==> config.mk <==
export PLATFORM = sky130hd
export DESIGN_NAME = bulk_line_sequencer_flat
export DESIGN_NICKNAME = d
export VERILOG_FILES = /design/src/rtl/bulk_line_sequencer_if.sv /design/src/rtl/bulk_line_sequencer.sv /design/src/flat_wrapper.sv
export SDC_FILE = /design/constraint.sdc
export NUM_CORES = 2
export LEC_CHECK = 0
export BUFFER_PORTS_ARGS = -buffer_cell sky130_fd_sc_hd__buf_2
export CAP_MARGIN = 20
export CORE_AREA = 2 2 536 538
export DETAILED_ROUTE_END_ITERATION = 10
export DIE_AREA = 0 0 538 540
export PLACE_DENSITY = 0.35
export SLEW_MARGIN = 20
export SYNTH_ARGS = -nofsm -noshare
export SYNTH_HDL_FRONTEND = slang
export SYNTH_SLANG_ARGS = --single-unit
==> constraint.sdc <==
create_clock -name clk -period 7.8 [get_ports clk]
set_input_delay 0.78 -clock clk [delete_from_list [all_inputs] [get_ports clk]]
set_output_delay 0.78 -clock clk [all_outputs]
set_load 0.01 [all_outputs]
==> src/rtl/bulk_line_sequencer_if.sv <==
// Line-wide request/response port between the cache-side mux and the line sequencer.
// One request carries a whole line; one response returns a whole line.
interface bulk_read_interface #(
  parameter int DATA_W    = 64,
  parameter int ADDR_W    = 64,
  parameter int LINE_SIZE = 8
);
  logic                          req_valid;
  logic                          req_ready;
  logic [ADDR_W-1:0]             req_addr;
  logic                          req_write;
  logic [LINE_SIZE*DATA_W-1:0]   req_wdata;
  logic [LINE_SIZE*DATA_W/8-1:0] req_wstrb;
  logic                          resp_valid;
  logic [LINE_SIZE*DATA_W-1:0]   resp_rdata;
  logic                          dumping_cache;

  modport slave (
    input  req_valid, req_addr, req_write, req_wdata, req_wstrb,
    output req_ready, resp_valid, resp_rdata
  );

  modport master (
    output req_valid, req_addr, req_write, req_wdata, req_wstrb, dumping_cache,
    input  req_ready, resp_valid, resp_rdata
  );
endinterface

==> src/rtl/bulk_line_sequencer.sv <==
// Splits one line request into LINE_SIZE pipelined word accesses and returns the assembled line.
// Line response LINE_SIZE+2 cycles after accept with no stalls; word fields hold while mem_req_ready is low.
module bulk_line_sequencer #(
  parameter int DATA_W    = 64,
  parameter int ADDR_W    = 64,
  parameter int LINE_SIZE = 8
) (
  input  logic                clk,
  input  logic                rst,
  bulk_read_interface.slave   line,
  output logic                mem_req_valid,
  input  logic                mem_req_ready,
  output logic [ADDR_W-1:0]   mem_req_addr,
  output logic                mem_req_write,
  output logic [DATA_W-1:0]   mem_req_wdata,
  output logic [DATA_W/8-1:0] mem_req_wstrb,
  input  logic                mem_resp_valid,
  input  logic [DATA_W-1:0]   mem_resp_rdata,
  output logic                busy
);
  localparam int SB  = DATA_W / 8;
  localparam int CW  = $clog2(LINE_SIZE) + 1;
  localparam int IW  = $clog2(LINE_SIZE);
  localparam int BSH = $clog2(SB);
  localparam int LSH = $clog2(LINE_SIZE * SB);

  typedef enum logic [1:0] {IDLE, RUN, DONE} state_t;

  state_t            state;
  logic [ADDR_W-1:0] base;
  logic              wr;
  logic [DATA_W-1:0] line_buf [LINE_SIZE];
  logic [SB-1:0]     strb_buf [LINE_SIZE];
  logic [CW-1:0]     issue_cnt;
  logic [CW-1:0]     resp_cnt;
  logic [CW-1:0]     issue_nxt;
  logic              issue_fire;
  logic              resp_take;

  assign issue_fire = (state == RUN) && mem_req_valid && mem_req_ready;
  // Responses beyond the number of issued words are strays and are dropped.
  assign resp_take  = (state == RUN) && mem_resp_valid && (resp_cnt != issue_cnt);
  assign issue_nxt  = issue_cnt + 1'b1;

  always_ff @(posedge clk) begin
    if (rst) begin
      state         <= IDLE;
      base          <= '0;
      wr            <= 1'b0;
      issue_cnt     <= '0;
      resp_cnt      <= '0;
      mem_req_valid <= 1'b0;
      mem_req_addr  <= '0;
      mem_req_write <= 1'b0;
      mem_req_wdata <= '0;
      mem_req_wstrb <= '0;
      for (int i = 0; i < LINE_SIZE; i++) begin
        line_buf[i] <= '0;
        strb_buf[i] <= '0;
      end
    end else begin
      case (state)
        IDLE: begin
          if (line.req_valid) begin
            base          <= {line.req_addr[ADDR_W-1:LSH], {LSH{1'b0}}};
            wr            <= line.req_write;
            issue_cnt     <= '0;
            resp_cnt      <= '0;
            for (int i = 0; i < LINE_SIZE; i++) begin
              line_buf[i] <= line.req_wdata[i*DATA_W +: DATA_W];
              strb_buf[i] <= line.req_wstrb[i*SB +: SB];
            end
            // Word 0 is presented straight from the request so it is valid on the next cycle.
            mem_req_valid <= 1'b1;
            mem_req_addr  <= {line.req_addr[ADDR_W-1:LSH], {LSH{1'b0}}};
            mem_req_write <= line.req_write;
            mem_req_wdata <= line.req_wdata[DATA_W-1:0];
            mem_req_wstrb <= line.req_wstrb[SB-1:0];
            state         <= RUN;
          end
        end
        RUN: begin
          if (issue_fire) begin
            issue_cnt <= issue_nxt;
            if (issue_nxt == CW'(LINE_SIZE)) begin
              mem_req_valid <= 1'b0;
            end else begin
              mem_req_addr  <= base + (ADDR_W'(issue_nxt) << BSH);
              mem_req_wdata <= line_buf[issue_nxt[IW-1:0]];
              mem_req_wstrb <= strb_buf[issue_nxt[IW-1:0]];
            end
          end
          if (resp_take) begin
            if (!wr) line_buf[resp_cnt[IW-1:0]] <= mem_resp_rdata;
            resp_cnt <= resp_cnt + 1'b1;
            if (resp_cnt == CW'(LINE_SIZE - 1)) state <= DONE;
          end
        end
        DONE:    state <= IDLE;
        default: state <= IDLE;
      endcase
    end
  end

  assign line.req_ready  = (state == IDLE);
  assign line.resp_valid = (state == DONE);
  assign busy            = (state != IDLE);

  always_comb begin
    for (int i = 0; i < LINE_SIZE; i++) begin
      line.resp_rdata[i*DATA_W +: DATA_W] = line_buf[i];
    end
  end
endmodule

==> src/flat_wrapper.sv <==
// flat-port wrapper written by rule: the top's interface ports become plain ports
module bulk_line_sequencer_flat 
#(
  parameter int DATA_W    = 64,
  parameter int ADDR_W    = 64,
  parameter int LINE_SIZE = 8
)
  (clk, rst, mem_req_valid, mem_req_ready, mem_req_addr, mem_req_write, mem_req_wdata, mem_req_wstrb, mem_resp_valid, mem_resp_rdata, busy, line_req_valid, line_req_addr, line_req_write, line_req_wdata, line_req_wstrb, line_req_ready, line_resp_valid, line_resp_rdata);
  bulk_read_interface #(.DATA_W(DATA_W), .ADDR_W(ADDR_W), .LINE_SIZE(LINE_SIZE)) line_i ();
  input  logic clk;
  input  logic rst;
  output logic mem_req_valid;
  input  logic mem_req_ready;
  output logic [ADDR_W-1:0] mem_req_addr;
  output logic mem_req_write;
  output logic [DATA_W-1:0] mem_req_wdata;
  output logic [DATA_W/8-1:0] mem_req_wstrb;
  input  logic mem_resp_valid;
  input  logic [DATA_W-1:0] mem_resp_rdata;
  output logic busy;
  input wire logic [$bits(line_i.req_valid)-1:0] line_req_valid;
  input wire logic [$bits(line_i.req_addr)-1:0] line_req_addr;
  input wire logic [$bits(line_i.req_write)-1:0] line_req_write;
  input wire logic [$bits(line_i.req_wdata)-1:0] line_req_wdata;
  input wire logic [$bits(line_i.req_wstrb)-1:0] line_req_wstrb;
  output wire logic [$bits(line_i.req_ready)-1:0] line_req_ready;
  output wire logic [$bits(line_i.resp_valid)-1:0] line_resp_valid;
  output wire logic [$bits(line_i.resp_rdata)-1:0] line_resp_rdata;
  assign line_i.req_valid = line_req_valid;
  assign line_i.req_addr = line_req_addr;
  assign line_i.req_write = line_req_write;
  assign line_i.req_wdata = line_req_wdata;
  assign line_i.req_wstrb = line_req_wstrb;
  assign line_req_ready = line_i.req_ready;
  assign line_resp_valid = line_i.resp_valid;
  assign line_resp_rdata = line_i.resp_rdata;
  bulk_line_sequencer #(.DATA_W(DATA_W), .ADDR_W(ADDR_W), .LINE_SIZE(LINE_SIZE)) u_core (.clk(clk), .rst(rst), .line(line_i), .mem_req_valid(mem_req_valid), .mem_req_ready(mem_req_ready), .mem_req_addr(mem_req_addr), .mem_req_write(mem_req_write), .mem_req_wdata(mem_req_wdata), .mem_req_wstrb(mem_req_wstrb), .mem_resp_valid(mem_resp_valid), .mem_resp_rdata(mem_resp_rdata), .busy(busy));
endmodule
== Word level (Yosys, flattened, before mapping) ==
Memory sizes are Yosys's and may differ from the RTL's.
Index checks and enable logic that the tools add are counted.

* Output and inout port bits: 653
* Memory bits (writable): 576
* Memories: 2
* Latch bits: 0
* Word-level logic and storage cells: 110
* Bits in read-only memories: 0
* Register bits after elaboration: 206
* Bits of input ports: 710

{| class="wikitable"
|+ Memories
! memory !! depth !! width !! rd ports !! clocked after memory_dff !! write ports !! RTL line !! source
|-
| u_core.line_buf || 8 || 64 || 9 || 0 || 8 || bulk_line_sequencer.sv:32 || <nowiki>logic [DATA_W-1:0] line_buf [LINE_SIZE];</nowiki>
|-
| u_core.strb_buf || 8 || 8 || 1 || 0 || 8 || bulk_line_sequencer.sv:33 || <nowiki>logic [SB-1:0] strb_buf [LINE_SIZE];</nowiki>
|}

* Equal/unequal tests: 11
* Shift-type cells: 0
* Reductions and logical operators: 14
* $lt $le $gt $ge: 0
* $add $sub $neg: 3
* Div/mod/pow operators: 0
* Mux-type cells: 55
* Bitwise operators: 16
* Multipliers: 0

{| class="wikitable"
|+ Operators with widths
! cell !! number
|-
| $mux W64 || 15
|-
| $pmux W64 S2 || 2
|-
| $mux W8 || 11
|-
| $add A64 B7 Y64 || 1
|-
| $reduce_or A64 Y1 || 1
|-
| $or A1 B1 Y1 || 16
|-
| $pmux W4 S2 || 2
|-
| $pmux W8 S2 || 1
|-
| $mux W1 || 15
|-
| $mux W4 || 3
|-
| $reduce_and A3 Y1 || 3
|-
| $add A4 B1 Y4 const B || 2
|-
| $ne A2 B2 Y1 const B || 4
|-
| $reduce_and A4 Y1 || 2
|-
| $mux W2 || 3
|-
| $eq A4 B3 Y1 const B || 1
|-
| $eq A4 B4 Y1 const B || 1
|-
| $logic_and A1 B1 Y1 || 4
|-
| $ne A2 B1 Y1 const B || 2
|-
| $ne A4 B4 Y1 || 1
|-
| $pmux W2 S2 || 1
|-
| $reduce_bool A2 Y1 || 2
|-
| $mux W3 || 1
|-
| $eq A2 B1 Y1 const B || 1
|-
| other kinds (4) || 4
|}

== Depth between registers and ports, before layout ==
* Word-level depth: 9
* Depth in mapped cells: 15
* Depth with buffers taken out: 10

== Least setup slack after synthesis ==
No wires, ideal clock.

* Path type: input -> register
* Start: in line_req_valid
* End: mem u_core.line_buf[6][0], enable pin
* Setup time: 0.426 ns
* Buffers on the path: 2
* Stages: 5
* Data required time: 7.374 ns
* Arrival: 4.933 ns
* Slack: 2.442 ns
* Cells stage by stage: or3b_1 buf_2 nand2_1 clkbuf_1 or2_1

{| class="wikitable"
|+ RTL lines
! element !! RTL line !! source
|-
| from (decl) || flat_wrapper.sv:21 || <nowiki>input wire logic [$bits(line_i.req_valid)-1:0] line_req_valid;</nowiki>
|-
| to (decl) || bulk_line_sequencer.sv:32 ||
|}

== Worst setup path after layout ==
* Start: reg u_core.issue_cnt[0]
* End: reg u_core.mem_req_addr[38]

* Longest elaborated chain between the ends: 5
* Elaborated cells between the ends (all ways): 8
* Classes of those cells: 2 x add/sub; 2 x eq/ne; 3 x mux; 1 x reduce/logical

{| class="wikitable"
|+ RTL lines
! element !! RTL line !! source
|-
| from (decl) || bulk_line_sequencer.sv:34 || <nowiki>logic [CW-1:0] issue_cnt;</nowiki>
|-
| from (signal assigned) || bulk_line_sequencer.sv:84 || <nowiki>issue_cnt <= issue_nxt;</nowiki>
|-
| $add A4 B1 Y4 * || bulk_line_sequencer.sv:43 || <nowiki>assign issue_nxt = issue_cnt + 1'b1;</nowiki>
|-
| $add A64 B7 Y64 || bulk_line_sequencer.sv:88 || <nowiki>mem_req_addr <= base + (ADDR_W'(issue_nxt) << BSH);</nowiki>
|-
| $mux W64 || bulk_line_sequencer.sv:85 || <nowiki>if (issue_nxt == CW'(LINE_SIZE)) begin</nowiki>
|-
| $mux W64 || bulk_line_sequencer.sv:83 || <nowiki>if (issue_fire) begin</nowiki>
|-
| $pmux W64 S2 || bulk_line_sequencer.sv:62 || <nowiki>case (state)</nowiki>
|-
| to (signal assigned) || bulk_line_sequencer.sv:75 || <nowiki>mem_req_addr <= {line.req_addr[ADDR_W-1:LSH], {LSH{1'b0}}};</nowiki>
|-
| to (signal assigned) || bulk_line_sequencer.sv:88 ||
|-
| to (decl) || bulk_line_sequencer.sv:13 || <nowiki>output logic [ADDR_W-1:0] mem_req_addr,</nowiki>
|}

Every way passes the cells marked *; elsewhere a longest branch is shown, timed or not. The select of a mux whose other input is x is not followed.
A chain may end at the register's enable or synchronous reset.

==> metrics.md <==
| Metric | Value |
|---|---|
| Yosys cell types | between 60 and 70 |
| Avg Cell Area, Syn | approximately 12 um2 |
| Clock skew | 0.0474 ns |
| Switch Pwr | 4.10 mW |
| Core ar. | around 280000 um2 |
| Synth Area in Compound Gates | 17.4% |
| Reg-to-Reg End | u_core.mem_req_addr[38]$_SDFFE_PP0P_ |
| Commonest cells post-synth | edfxtp_1, nand2_1, a22o_1, dfxtp_1, o21ai_0 |
| Largest family of logic cells by synthesized area | compound AO/OA/AOI/OAI gates |
| Footprint of the multi-input gates | approximately 14000 um2 |
| Min Tclk post-route | 4.12 ns |
| Met1 Track Usage GR | approximately a quarter |
| WL final | 305000 um |
| DRC errors left | 0 |
| Share of cells above drive strength 1 | between 40 and 50% |
| Maxcap violations | 0 |
| First-pass GRT wire length | 382000 um |
| Initial Utilization | a little over an eighth |
| I/O Buffers | 1353 |
| CTS H-tree depth | 3 |
| EDFF count, synth | about 580 |
| Yosys top cell area share | 46.6% |
| Internal reg-to-reg setup slack | 3.68 ns |
| Hpwl dp | 242000 um |
| Post-CTS sizing | 0 |
| Crit path DAT | 4.76 ns |
| Gate Count Post-Synth | 3044 |
| Register area | 21400 um2 |
| Clock share of power | 39.6% |
| Die W | 538 um |
| Worst Setup Start Kind | flip-flop |
| Nets@finish | slightly below 5000 |
| Clock sink count | a little under 800 |
| Hold WS | 0.228 ns |
| Most used routing layer | met2 |
| Clk slew on worst S/H paths | 0.06 ns |
| Vias in the first global route | roughly 34000 |
| Layout area overhead | 37.9% |
| Remaining antenna violation count | 0 |
| Internal | 8.44 mW |
| Post-CTS Setup Repair Bufs | 0 |
| Initial antenna violation count | 171 |
| Final period util | 52.8% |
| Adder-Cell Fraction of Synth Area | 0.169% |
| CP Capture Point | u_core.mem_req_addr[38]$_SDFFE_PP0P_ |
| Num ports | 1363 |
| Sw Ratio | 32.7% |
| Total gr overflow | 0 |
| CTS buffer count | 108 |
| Status | finished clean |
| Max-slew violation count | 0 |
| Largest cells by area after synthesis | edfxtp_1, dfxtp_1, a22o_1 |
| Initial drt markers | 3493 |
| Ys async rst share | 0% |
| Count leader, synth | edfxtp_1 |
| Worst Setup SP | u_core.issue_cnt[0]$_SDFFE_PP0P_ |
| Hold crit path type | in -> reg |
| Fill cells | 31703 |
| Slew margin rel. | about 24% |
| FMAX | 243 MHz |
| Hold-fix buffers, CTS | 0 |
| Element type at the critical path end | flip-flop |
| R2R cell count | 9 |
| RSZ-0062 raised after global routing | false |
| GRT Overall Usage | 20.2% |
| Hold Fails Final Rpt | 0 |
| Clk buf depth | 4 |
| Die Ht | approximately 540 um |
| Mux share of post-synthesis cell area | a little under a tenth |
| Initial DRT Pass Iterations | 5 |
| Fin Setup TNS | 0 ns |
| # rows | a little under 200 |
| Synthesized-area fraction occupied by xor and xnor cells | approximately 1.5% |
| Most used DFF post-synth | edfxtp_1 |
| Area of the die | 291000 um2 |
| Post-DR wirelength/cell | 37.5 um |
| R2R Path Start | u_core.issue_cnt[0]$_SDFFE_PP0P_ |
| Combinational share of power | 18.5% |
| Maximum vdd drop | roughly 0.00016 V |
| Via-to-Cell Ratio | ~4.2 |
| CP max FO | 24 |
| Setup CP Type | reg -> reg |
| Grt met3 use | 8.53% |
| Clock latency on the worst-skew pair | roughly 0.84 ns |
| Simple-gate portion of the synthesized area | a little under a tenth |
| Area leader, netlist | edfxtp_1 |
| Critical path required time | ~8.4 ns |
| Sequential area share after synthesis | 57.6% |
| Setup Viol. Count Final | 0 |
| Worst Tran Pin Value | 1.14 ns |
| Gp weighted congestion | 0.909 |
| Leakage | between 20 and 25 nW |
| Netlist Area Pre-Place | roughly 37000 um2 |
| Sequential share of power | 41.9% |
| M2 GR Usage | 31.6% |
| Yosys reg bits | roughly 780 |
| PD cells | 245 nW/um2 |
| Largest net degree at the start of global routing | 130 |
| Via count | 34494 |
| Worst Hold Depth | 3 |
| Root Buffer | clkbuf_16 |
| Synth warn | 0 |
| CTS tree | done |
==> cells by family after synthesis <==
| family | after synthesis |
|---|---|
| simple gates | 787 |
| buf+inv | 348 |
| xor+xnor | 61 |
| fa+ha+maj | 5 |
| other cells | 1 |
| flops | 779 |
| compound gates | 901 |
| mux | 162 |
==> metal layers <==
metal / vias to the layer above / share of wire (%)
met1: 17632 / 40
met2: 2188 / 44
met3: 486 / 12
met5: - / 0.19
li1: 14098 / -
met4: 90 / 3.2
==> area by class of cell <==
cell class                      instances  area share [%]
Sequential cell                       779            41.8
Antenna cell                           41           0.201
Inverter                                8          0.0734
Clock inverter                         60           0.908
Timing Repair Buffer                 1421            14.4
Tap cell                             3762            9.20
Multi-Input combinational cell       1919            27.7
Clock buffer                          137            5.73
==> stage by stage <==
step | setup WS (ns) | util, % | cell area [um2] | instances | power (mW)
after CTS | 3.55 | 17.9 | 51000 | 8086 | 12.8
after global routing | 3.38 | 18.0 | 51100 | 8104 | 13.0
after detailed placement | 2.93 | 16.7 | 47600 | 7889 | 7.70
after floorplan | 2.44 | - | 37100 | 3046 | 6.12
after global placement | 2.99 | 16.7 | 47600 | 7889 | 7.69
final | 3.68 | 18.0 | 51100 | 8127 | 12.5
==> worst max-delay path: stages (launching register included) <==
cell and delay [ns]:
dfxtp_4 0.77, nand3_1 0.18, xnor2_1 0.50, ha_1 0.29, ha_1 0.16, nand2_1 0.31, nor3_1 0.97, nand4_1 0.21
xor2_1 0.40, o22ai_1 0.15
==> how the worst min path moves through the flow <==
stage / start / to
finish: line_req_addr[49] / u_core.base[49]$_SDFFE_PP0P_
global route: line_req_wdata[234] / u_core.line_buf[3][42]$_DFFE_PP_
detailed placement: u_core.mem_req_addr[9]$_SDFFE_PP0P_ / u_core.mem_req_addr[9]$_SDFFE_PP0P_
CTS: line_req_addr[28] / u_core.base[28]$_SDFFE_PP0P_
global placement: u_core.mem_req_addr[9]$_SDFFE_PP0P_ / u_core.mem_req_addr[9]$_SDFFE_PP0P_
floorplan: u_core.base[63]$_SDFFE_PP0P_ / u_core.base[63]$_SDFFE_PP0P_
==> cell usage in the layout (no fill, tap or decap), types with 11 or more instances in the layout <==
master / instances
xor2_1: 49
nand3_1: 26
xnor2_1: 11
diode_2: 41
a21boi_0: 19
nand4_1: 22
buf_4: 63
clkbuf_16: 108
edfxtp_1: 576
mux2i_1: 18
a221o_1: 55
clkinv_1: 18
and2_1: 53
nor2_1: 60
o211ai_1: 27
a22o_1: 384
o21ai_0: 189
nor3_1: 14
a21oi_1: 167
o21ai_1: 13
and4_1: 11
nor2b_1: 17
clkinv_2: 20
dfxtp_1: 202
mux4_2: 144
clkbuf_8: 12
nand2_1: 512
buf_2: 1352
o22ai_1: 19
clkbuf_1: 17
==> state kept, by name, summed over array words and instances (netlist names) <==
register	flops
u_core.mem_req_wdata	64
u_core.mem_req_valid	1
u_core.line_buf	512
u_core.strb_buf	64
u_core.resp_cnt	4
u_core.mem_req_addr	61
u_core.state	2
u_core.mem_req_wstrb	8
u_core.mem_req_write	1
u_core.issue_cnt	4
u_core.base	58
==> power groups by stage <==
| stage | clock (mW) | combinational [mW] | sequential, mW |
|---|---|---|---|
| finish | 4.96 | 2.33 | 5.25 |
| global route | 5.23 | 2.47 | 5.28 |
| CTS | 5.13 | 2.36 | 5.26 |
| detailed placement | 0 | 2.36 | 5.34 |
| global placement | 0 | 2.36 | 5.34 |
| floorplan | 0 | 0.861 | 5.26 |
No activity file was read; power rests on OpenSTA's default activity.
